**config.mk**
```make
export PLATFORM = sky130hd
export DESIGN_NAME = punc_control
export DESIGN_NICKNAME = d
export VERILOG_FILES = /design/src/rtl/punc_control.sv
export SDC_FILE = /design/constraint.sdc
export NUM_CORES = 1
export LEC_CHECK = 0
export BUFFER_PORTS_ARGS = -buffer_cell sky130_fd_sc_hd__buf_2
export CAP_MARGIN = 20
export CORE_MARGIN = 1.5
export CORE_UTILIZATION = 36
export CTS_CLUSTER_SIZE = 14
export DETAILED_ROUTE_END_ITERATION = 7
export GPL_ROUTABILITY_DRIVEN = 0
export PLACE_DENSITY_LB_ADDON = 0.08
export SLEW_MARGIN = 5
export SYNTH_ARGS = -nofsm -noshare
export SYNTH_HDL_FRONTEND = slang
export SYNTH_SLANG_ARGS = --single-unit
```
**constraint.sdc**
```tcl
create_clock -name clk -period 2.1 [get_ports clk]
set_input_delay 0 -clock clk [delete_from_list [all_inputs] [get_ports clk]]
set_output_delay 0 -clock clk [all_outputs]
set_load 0.02 [all_outputs]
```
**src/rtl/punc_control.sv**
```systemverilog
// PUnC LC3 multi-cycle controller: FETCH/DECODE/EXEC(/EXEC2), HALT; PUNC_ILLEGAL_HALT_EN traps reserved opcodes 1000/1101.
// Latency 3 cycles per instruction (LDI/STI 4); no backpressure, outputs are combinational from state and ir.
module punc_control #(
    parameter logic [3:0] HALT_OPCODE = 4'b1111
) (
    input  logic        clk,
    input  logic        rst,
    input  logic [15:0] ir,
    input  logic        n,
    input  logic        z,
    input  logic        p,
    output logic        mem_w_en,
    output logic [1:0]  mem_w_addr_sel,
    output logic        mem_w_data_sel,
    output logic [1:0]  mem_r_addr_sel,
    output logic        rf_w_en,
    output logic        rf_r0_addr_sel,
    output logic        rf_r1_addr_sel,
    output logic [1:0]  rf_w_data_sel,
    output logic        rf_w_addr_sel,
    output logic        ir_ld,
    output logic        pc_ld,
    output logic        pc_clr,
    output logic        pc_inc,
    output logic [1:0]  pc_ld_data_sel,
    output logic [2:0]  alu_sel,
    output logic        cond_ld,
    output logic        cond_ld_data_sel,
    output logic        ldi_reg_ld,
`ifdef PUNC_ILLEGAL_HALT_EN
    output logic        illegal,
`endif
    output logic        halted
);

    localparam logic [3:0] OP_BR  = 4'b0000;
    localparam logic [3:0] OP_ADD = 4'b0001;
    localparam logic [3:0] OP_LD  = 4'b0010;
    localparam logic [3:0] OP_ST  = 4'b0011;
    localparam logic [3:0] OP_JSR = 4'b0100;
    localparam logic [3:0] OP_AND = 4'b0101;
    localparam logic [3:0] OP_LDR = 4'b0110;
    localparam logic [3:0] OP_STR = 4'b0111;
    localparam logic [3:0] OP_NOT = 4'b1001;
    localparam logic [3:0] OP_LDI = 4'b1010;
    localparam logic [3:0] OP_STI = 4'b1011;
    localparam logic [3:0] OP_JMP = 4'b1100;
    localparam logic [3:0] OP_LEA = 4'b1110;

    localparam logic [2:0] ALU_ADD  = 3'd0;
    localparam logic [2:0] ALU_ADDI = 3'd1;
    localparam logic [2:0] ALU_NOT  = 3'd2;
    localparam logic [2:0] ALU_AND  = 3'd3;
    localparam logic [2:0] ALU_ANDI = 3'd4;

    typedef enum logic [2:0] {
        S_FETCH  = 3'd0,
        S_DECODE = 3'd1,
        S_EXEC   = 3'd2,
        S_EXEC2  = 3'd3,
        S_HALT   = 3'd4
    } state_t;

    state_t      r_state;
    state_t      w_next;
    logic [3:0]  w_opcode;
    logic        w_br_taken;
    logic        w_reserved;
    logic        w_unused_ir;

    assign w_opcode    = ir[15:12];
    assign w_br_taken  = (ir[11] & n) | (ir[10] & z) | (ir[9] & p);
    assign w_unused_ir = ^{ir[8:6], ir[4:0]};

`ifdef PUNC_ILLEGAL_HALT_EN
    assign w_reserved = (w_opcode == 4'b1000) || (w_opcode == 4'b1101);
`else
    assign w_reserved = 1'b0;
`endif

    always_ff @(posedge clk) begin
        if (rst) begin
            r_state <= S_FETCH;
        end else begin
            r_state <= w_next;
        end
    end

`ifdef PUNC_ILLEGAL_HALT_EN
    logic r_illegal;

    always_ff @(posedge clk) begin
        if (rst) begin
            r_illegal <= 1'b0;
        end else if (r_state == S_EXEC && w_reserved) begin
            r_illegal <= 1'b1;
        end
    end

    assign illegal = r_illegal;
`endif

    always_comb begin
        w_next = S_FETCH;
        case (r_state)
            S_FETCH:  w_next = S_DECODE;
            S_DECODE: w_next = S_EXEC;
            S_EXEC: begin
                if (w_opcode == HALT_OPCODE || w_reserved) begin
                    w_next = S_HALT;
                end else if (w_opcode == OP_LDI || w_opcode == OP_STI) begin
                    w_next = S_EXEC2;
                end else begin
                    w_next = S_FETCH;
                end
            end
            S_EXEC2:  w_next = S_FETCH;
            S_HALT:   w_next = S_HALT;
            default:  w_next = S_FETCH;
        endcase
    end

    always_comb begin
        mem_w_en         = 1'b0;
        mem_w_addr_sel   = 2'd0;
        mem_w_data_sel   = 1'b0;
        mem_r_addr_sel   = 2'd0;
        rf_w_en          = 1'b0;
        rf_r0_addr_sel   = 1'b0;
        rf_r1_addr_sel   = 1'b0;
        rf_w_data_sel    = 2'd0;
        rf_w_addr_sel    = 1'b0;
        ir_ld            = 1'b0;
        pc_ld            = 1'b0;
        pc_clr           = 1'b0;
        pc_inc           = 1'b0;
        pc_ld_data_sel   = 2'd0;
        alu_sel          = 3'd0;
        cond_ld          = 1'b0;
        cond_ld_data_sel = 1'b0;
        ldi_reg_ld       = 1'b0;
        halted           = 1'b0;

        // Reset overrides the state decode so an in-flight instruction writes nothing.
        if (rst) begin
            pc_clr = 1'b1;
        end else begin
            case (r_state)
                S_FETCH: begin
                    mem_r_addr_sel = 2'd0;
                    ir_ld          = 1'b1;
                end
                S_DECODE: begin
                    pc_inc = 1'b1;
                end
                S_EXEC: begin
                    case (w_opcode)
                        OP_ADD, OP_AND, OP_NOT: begin
                            rf_w_en       = 1'b1;
                            rf_w_data_sel = 2'd0;
                            cond_ld       = 1'b1;
                            if (w_opcode == OP_NOT) begin
                                alu_sel = ALU_NOT;
                            end else if (w_opcode == OP_ADD) begin
                                alu_sel = ir[5] ? ALU_ADDI : ALU_ADD;
                            end else begin
                                alu_sel = ir[5] ? ALU_ANDI : ALU_AND;
                            end
                        end
                        OP_BR: begin
                            pc_ld = w_br_taken;
                        end
                        OP_JMP: begin
                            pc_ld          = 1'b1;
                            pc_ld_data_sel = 2'd1;
                        end
                        // R7 and PC update on the same edge, so JSRR through R7 reads the old link.
                        OP_JSR: begin
                            rf_w_en        = 1'b1;
                            rf_w_addr_sel  = 1'b1;
                            rf_w_data_sel  = 2'd2;
                            pc_ld          = 1'b1;
                            pc_ld_data_sel = ir[11] ? 2'd2 : 2'd1;
                        end
                        OP_LD, OP_LDR: begin
                            mem_r_addr_sel   = (w_opcode == OP_LD) ? 2'd1 : 2'd2;
                            rf_w_en          = 1'b1;
                            rf_w_data_sel    = 2'd1;
                            cond_ld          = 1'b1;
                            cond_ld_data_sel = 1'b1;
                        end
                        OP_LEA: begin
                            rf_w_en          = 1'b1;
                            rf_w_data_sel    = 2'd3;
                            cond_ld          = 1'b1;
                            cond_ld_data_sel = 1'b1;
                        end
                        OP_ST: begin
                            rf_r0_addr_sel = 1'b1;
                            mem_w_en       = 1'b1;
                        end
                        OP_STR: begin
                            rf_r0_addr_sel = 1'b1;
                            rf_r1_addr_sel = 1'b1;
                            mem_w_addr_sel = 2'd1;
                            mem_w_en       = 1'b1;
                        end
                        OP_LDI: begin
                            mem_r_addr_sel = 2'd1;
                            ldi_reg_ld     = 1'b1;
                        end
                        OP_STI: begin
                            mem_r_addr_sel = 2'd1;
                        end
                        default: begin
                        end
                    endcase
                end
                S_EXEC2: begin
                    if (w_opcode == OP_LDI) begin
                        mem_r_addr_sel   = 2'd3;
                        rf_w_en          = 1'b1;
                        rf_w_data_sel    = 2'd1;
                        cond_ld          = 1'b1;
                        cond_ld_data_sel = 1'b1;
                    end else begin
                        // STI: pointer word is still on mem_r_data, so it becomes the write address.
                        mem_r_addr_sel = 2'd1;
                        mem_w_addr_sel = 2'd2;
                        rf_r0_addr_sel = 1'b1;
                        mem_w_en       = 1'b1;
                    end
                end
                S_HALT: begin
                    halted = 1'b1;
                end
                default: begin
                end
            endcase
        end
    end

endmodule

```
* Yosys cells after proc, flatten, opt, wreduce, memory -nomap -nowiden *
Cells that the tools add are included.

cells by class
  eq/ne operators = 17
  mux-type cells = 59
  bitwise gates (word level) = 5
  reductions and logical operators = 11

operators with widths
  cell                                                                   count
  1-bit 2-to-1 mux                                                       30
  4-bit equality test, second input constant                             6
  3-bit 2-to-1 mux                                                       7
  2-bit 2-to-1 mux                                                       10
  2-bit case mux with 2 select lines                                     5
  4-bit by 3-bit equality test with 1-bit output, second input constant  4
  3-bit case mux with 4 select lines                                     1
  1-bit case mux with 2 select lines                                     5
  4-bit by 2-bit equality test with 1-bit output, second input constant  2
  2-bit OR reduction                                                     4
  7-bit OR reduction                                                     1
  3-bit by 2-bit equality test with 1-bit output, second input constant  2
  2-bit case mux with 3 select lines                                     1
  3-bit OR reduction                                                     2
  6-bit OR reduction                                                     1
  4-bit by 1-bit equality test with 1-bit output, second input constant  1
  4-bit logical NOT                                                      1
  1-bit AND                                                              3
  3-bit by 1-bit equality test with 1-bit output, second input constant  1
  3-bit equality test, second input constant                             1
  3-bit logical NOT                                                      1
  1-bit OR                                                               2
  1-bit logical OR                                                       1

storage, ports and cells
  register bits after elaboration = 3
  bits of input ports = 21
  output and inout port bits = 25
  logic and storage cells = 93

* Longest topological paths before layout *
  depth after elaboration = 6
  gate-level depth with buffers = 6
  depth with buffers taken out = 5

* Least setup slack after synthesis *
Ideal clock, no wire load.

  path type = reg2out
  start point = register r_state[1]
  end point = output port pc_ld_data_sel[1]
  arrival time = 1.806 ns
  data required time = 2.100 ns
  path slack = 0.294 ns
  stages on the path, launching flop included = 6
  buffers on the path = 1
  path through = dfxtp_1 or4b_1 buf_2 or4_4 inv_2 and2_1

on the way
  word-level cells in the longest chain between the ends = 3

ends and longest elaborated chain
  element                                         RTL line  source
  start, declared                                 64        state_t r_state;
  start signal, assigned                          85        r_state <= w_next;
  3-bit by 2-bit equality test with 1-bit output  148       case (r_state)
  2-bit 2-to-1 mux                                148
  2-bit 2-to-1 mux                                145       if (rst) begin
  end, declared                                   25        output logic [1:0] pc_ld_data_sel,

Every way passes these cells.

* Final worst setup path *
Same ends and word-level chain as after synthesis.

==> run metrics <==
max_cap viols=0; cell area after synthesis=509 µm²; via count=635; post-CTS setup buffers=0; clock buffers created by TritonCTS=3; Synth-to-Final Area Change=38.8%; max reg flops=3; flip-flop and latch count after synthesis=3; final wirelength=1310 µm; top flop regs=r_state x3; simple-gate portion of the synthesized area=0.477; first-pass GRT wire length=2000 µm; post-place setup slack=0.380 ns; top cells by area, synth=dfxtp_1, nor3_1, nand2b_1, ha_1, nor2b_1; Worst path slowest cell=or4_4; syn avg cell area=6.70 µm²; DR iter-0 viols=14; DR vias/cell=around 5.1; CTS tree=done; Lkg Pwr=about 0.36 nW; layout cells sized above 1=0.409; largest net degree at the start of global routing=13; DP Cell Count=~120; hold_ws=0.109 ns; part of the cycle the worst path needs=0.926; DP Wirelength=1050 µm; I/O pin total=46; Die Wd=approximately 41 µm; RSZ-0062 raised after global routing=no; Seq/Total Area, Yosys=0.118; Post-Layout Cell Count=125; synthesized netlist net count=99; die area=0.00165 mm²; Worst-path clk slew=0.03 ns; Nets=134; HP Class=in -> reg; Row Count=13; CTS root buf=clkbuf_4; final slew viol count=0; area fraction in compound gates after synthesis=0.172; fraction of the mapped netlist area in adder cells=0.0491; Achievable Freq=0.514 GHz; Worst setup SP type=flop; core area=0.00132 mm²; Max IR drop VDD=roughly 480 µV; CP Cell Sequence=or4b_1, or4_4, inv_2, and2_1, buf_2; fin area=about 710 µm²; synth unique cells=32; Crit Path Max Fanout=8; remaining global-route overflow=0; XOR/XNOR Fraction of Synth Area=0.0344; final number of setup-violating endpoints=0; drt drc=0; crit path setup slack, layout=0.154 ns; WL per Instance=10.4 µm; total power=262 µW; CTS Hold Bufs=0; Sum Neg Setup Slack=0 ns; Starting Density=0.387; Syn Inst Count=76; status=finished, final reports clean; Yosys top cell by area=dfxtp_1; mux cell area share after synthesis=0.0221; vias in the first global route=497; Die Y=40.6 µm; htree depth=1; Critical Path AT=1.95 ns; largest family of logic cells by synthesized area=simple AND/OR/NAND/NOR gates; clk buf depth=2; Final Util=0.537; initial antenna violation count=0; IO Port Bufs=36; Final Hold Vio Count=0; clock sinks=3; post-route ant nets=0; Tot GR Track Use=0.173; WP data required=2.10 ns; WS Path Type=reg -> out; Biggest register=r_state; critical path endpoint category=primary output; ant diodes=0; PostCTS Resize Cnt=0; Placed Area=between 600 and 700 µm²; crit path time final=a little under 2 ns; largest stage delay on the critical path=slightly above 0.5 ns; cell area power density=371 mW/mm²; worst skew pair latency=0.22 ns; total iterations of the first detailed-routing run=4; yosys warns=0; share of the synthesized area in the top cell type=0.118; Clock Skew=0.000180 ns
## cell families (layout without fill, tap and decap cells)
kind of cell / after synthesis / after routing
AND/OR/NAND/NOR: 41 / 41
AO/OA/AOI/OAI: 13 / 13
buffers and inverters: 13 / 47
flip-flops: 3 / 3
adder cells (fa/ha/maj): 2 / 2
XOR/XNOR: 2 / 2
other: 1 / 1
multiplexers: 1 / 1
## cell usage after synthesis, drive strengths merged
master and number:
nor3 12, clkbuf 4, ha 2, xor2 1, and2 3, xnor2 1, nor2 2, nand3 3
o21ai 1, mux2 1, o21bai 1, nor2b 4, dfxtp 3, a222oi 1, a31oi 1, nand2b 5
nand2 3, nor4b 2, inv 5, o31ai 1, a221oi 1, or3b 1, or4b 1, nand3b 1
or4 1, a21oi 4, a21boi 3, nor4 3, buf 4, conb 1
## final timing paths
check | start | endpoint | slack, ns | cells after the start
max | r_state[1] | pc_ld_data_sel[1] | 0.15 | 5
min | ir[14] | r_state[2] | 0.11 | 3
max reg2reg | r_state[0] | r_state[1] | 0.93 | 3
min reg2reg | r_state[1] | r_state[0] | 0.55 | 1
## routing by layer
| metal | vias to the layer above | wire, µm | global-route usage |
|---|---|---|---|
| met5 | - | 0 | 0 |
| met4 | 0 | 0 | 0 |
| met3 | 0 | 77 | 0.0326 |
| met2 | 23 | 535 | 0.302 |
| met1 | 271 | 693 | 0.233 |
| li1 | 341 | - | - |
## layout by cell type, fill, tap and decap left out
master and count:
a21boi_0 3, a21oi_1 4, a221oi_1 1, a222oi_1 1
a31oi_1 1, and2_1 3, buf_2 36, buf_4 2
clkbuf_1 1, clkbuf_4 3, conb_1 1, dfxtp_1 3
ha_1 2, inv_1 4, inv_2 1, mux2_2 1
nand2_1 3, nand2b_1 5, nand3_1 3, nand3b_1 1
nor2_1 2, nor2b_1 4, nor3_1 12, nor4_1 3
nor4b_1 2, o21ai_0 1, o21bai_1 1, o31ai_1 1
or3b_2 1, or4_4 1, or4b_1 1, xnor2_1 1
xor2_1 1
## where the power goes
part / internal (mW) / total, mW / switching [mW]
Sequential: 0.0609 / 0.0642 / 0.00333
Clock: 0.0708 / 0.0944 / 0.0236
Combinational: 0.0412 / 0.104 / 0.0625
## worst max-delay path: cells and delay by family (launching register included)
kind                   cells  cell delay (ns)
buffers and inverters      2             0.21
AND/OR/NAND/NOR            3             1.10
flip-flops                 1             0.42
## final cells by class
class / instances / area [µm²]
Clock buffer: 4 / 26.3
Fill cell: 148 / 611
Sequential cell: 3 / 60.1
Inverter: 5 / 18.8
Multi-Input combinational cell: 60 / 388
Timing Repair Buffer: 38 / 195
Tap cell: 15 / 18.8
Note: power is estimated with default switching activity, not from simulation.
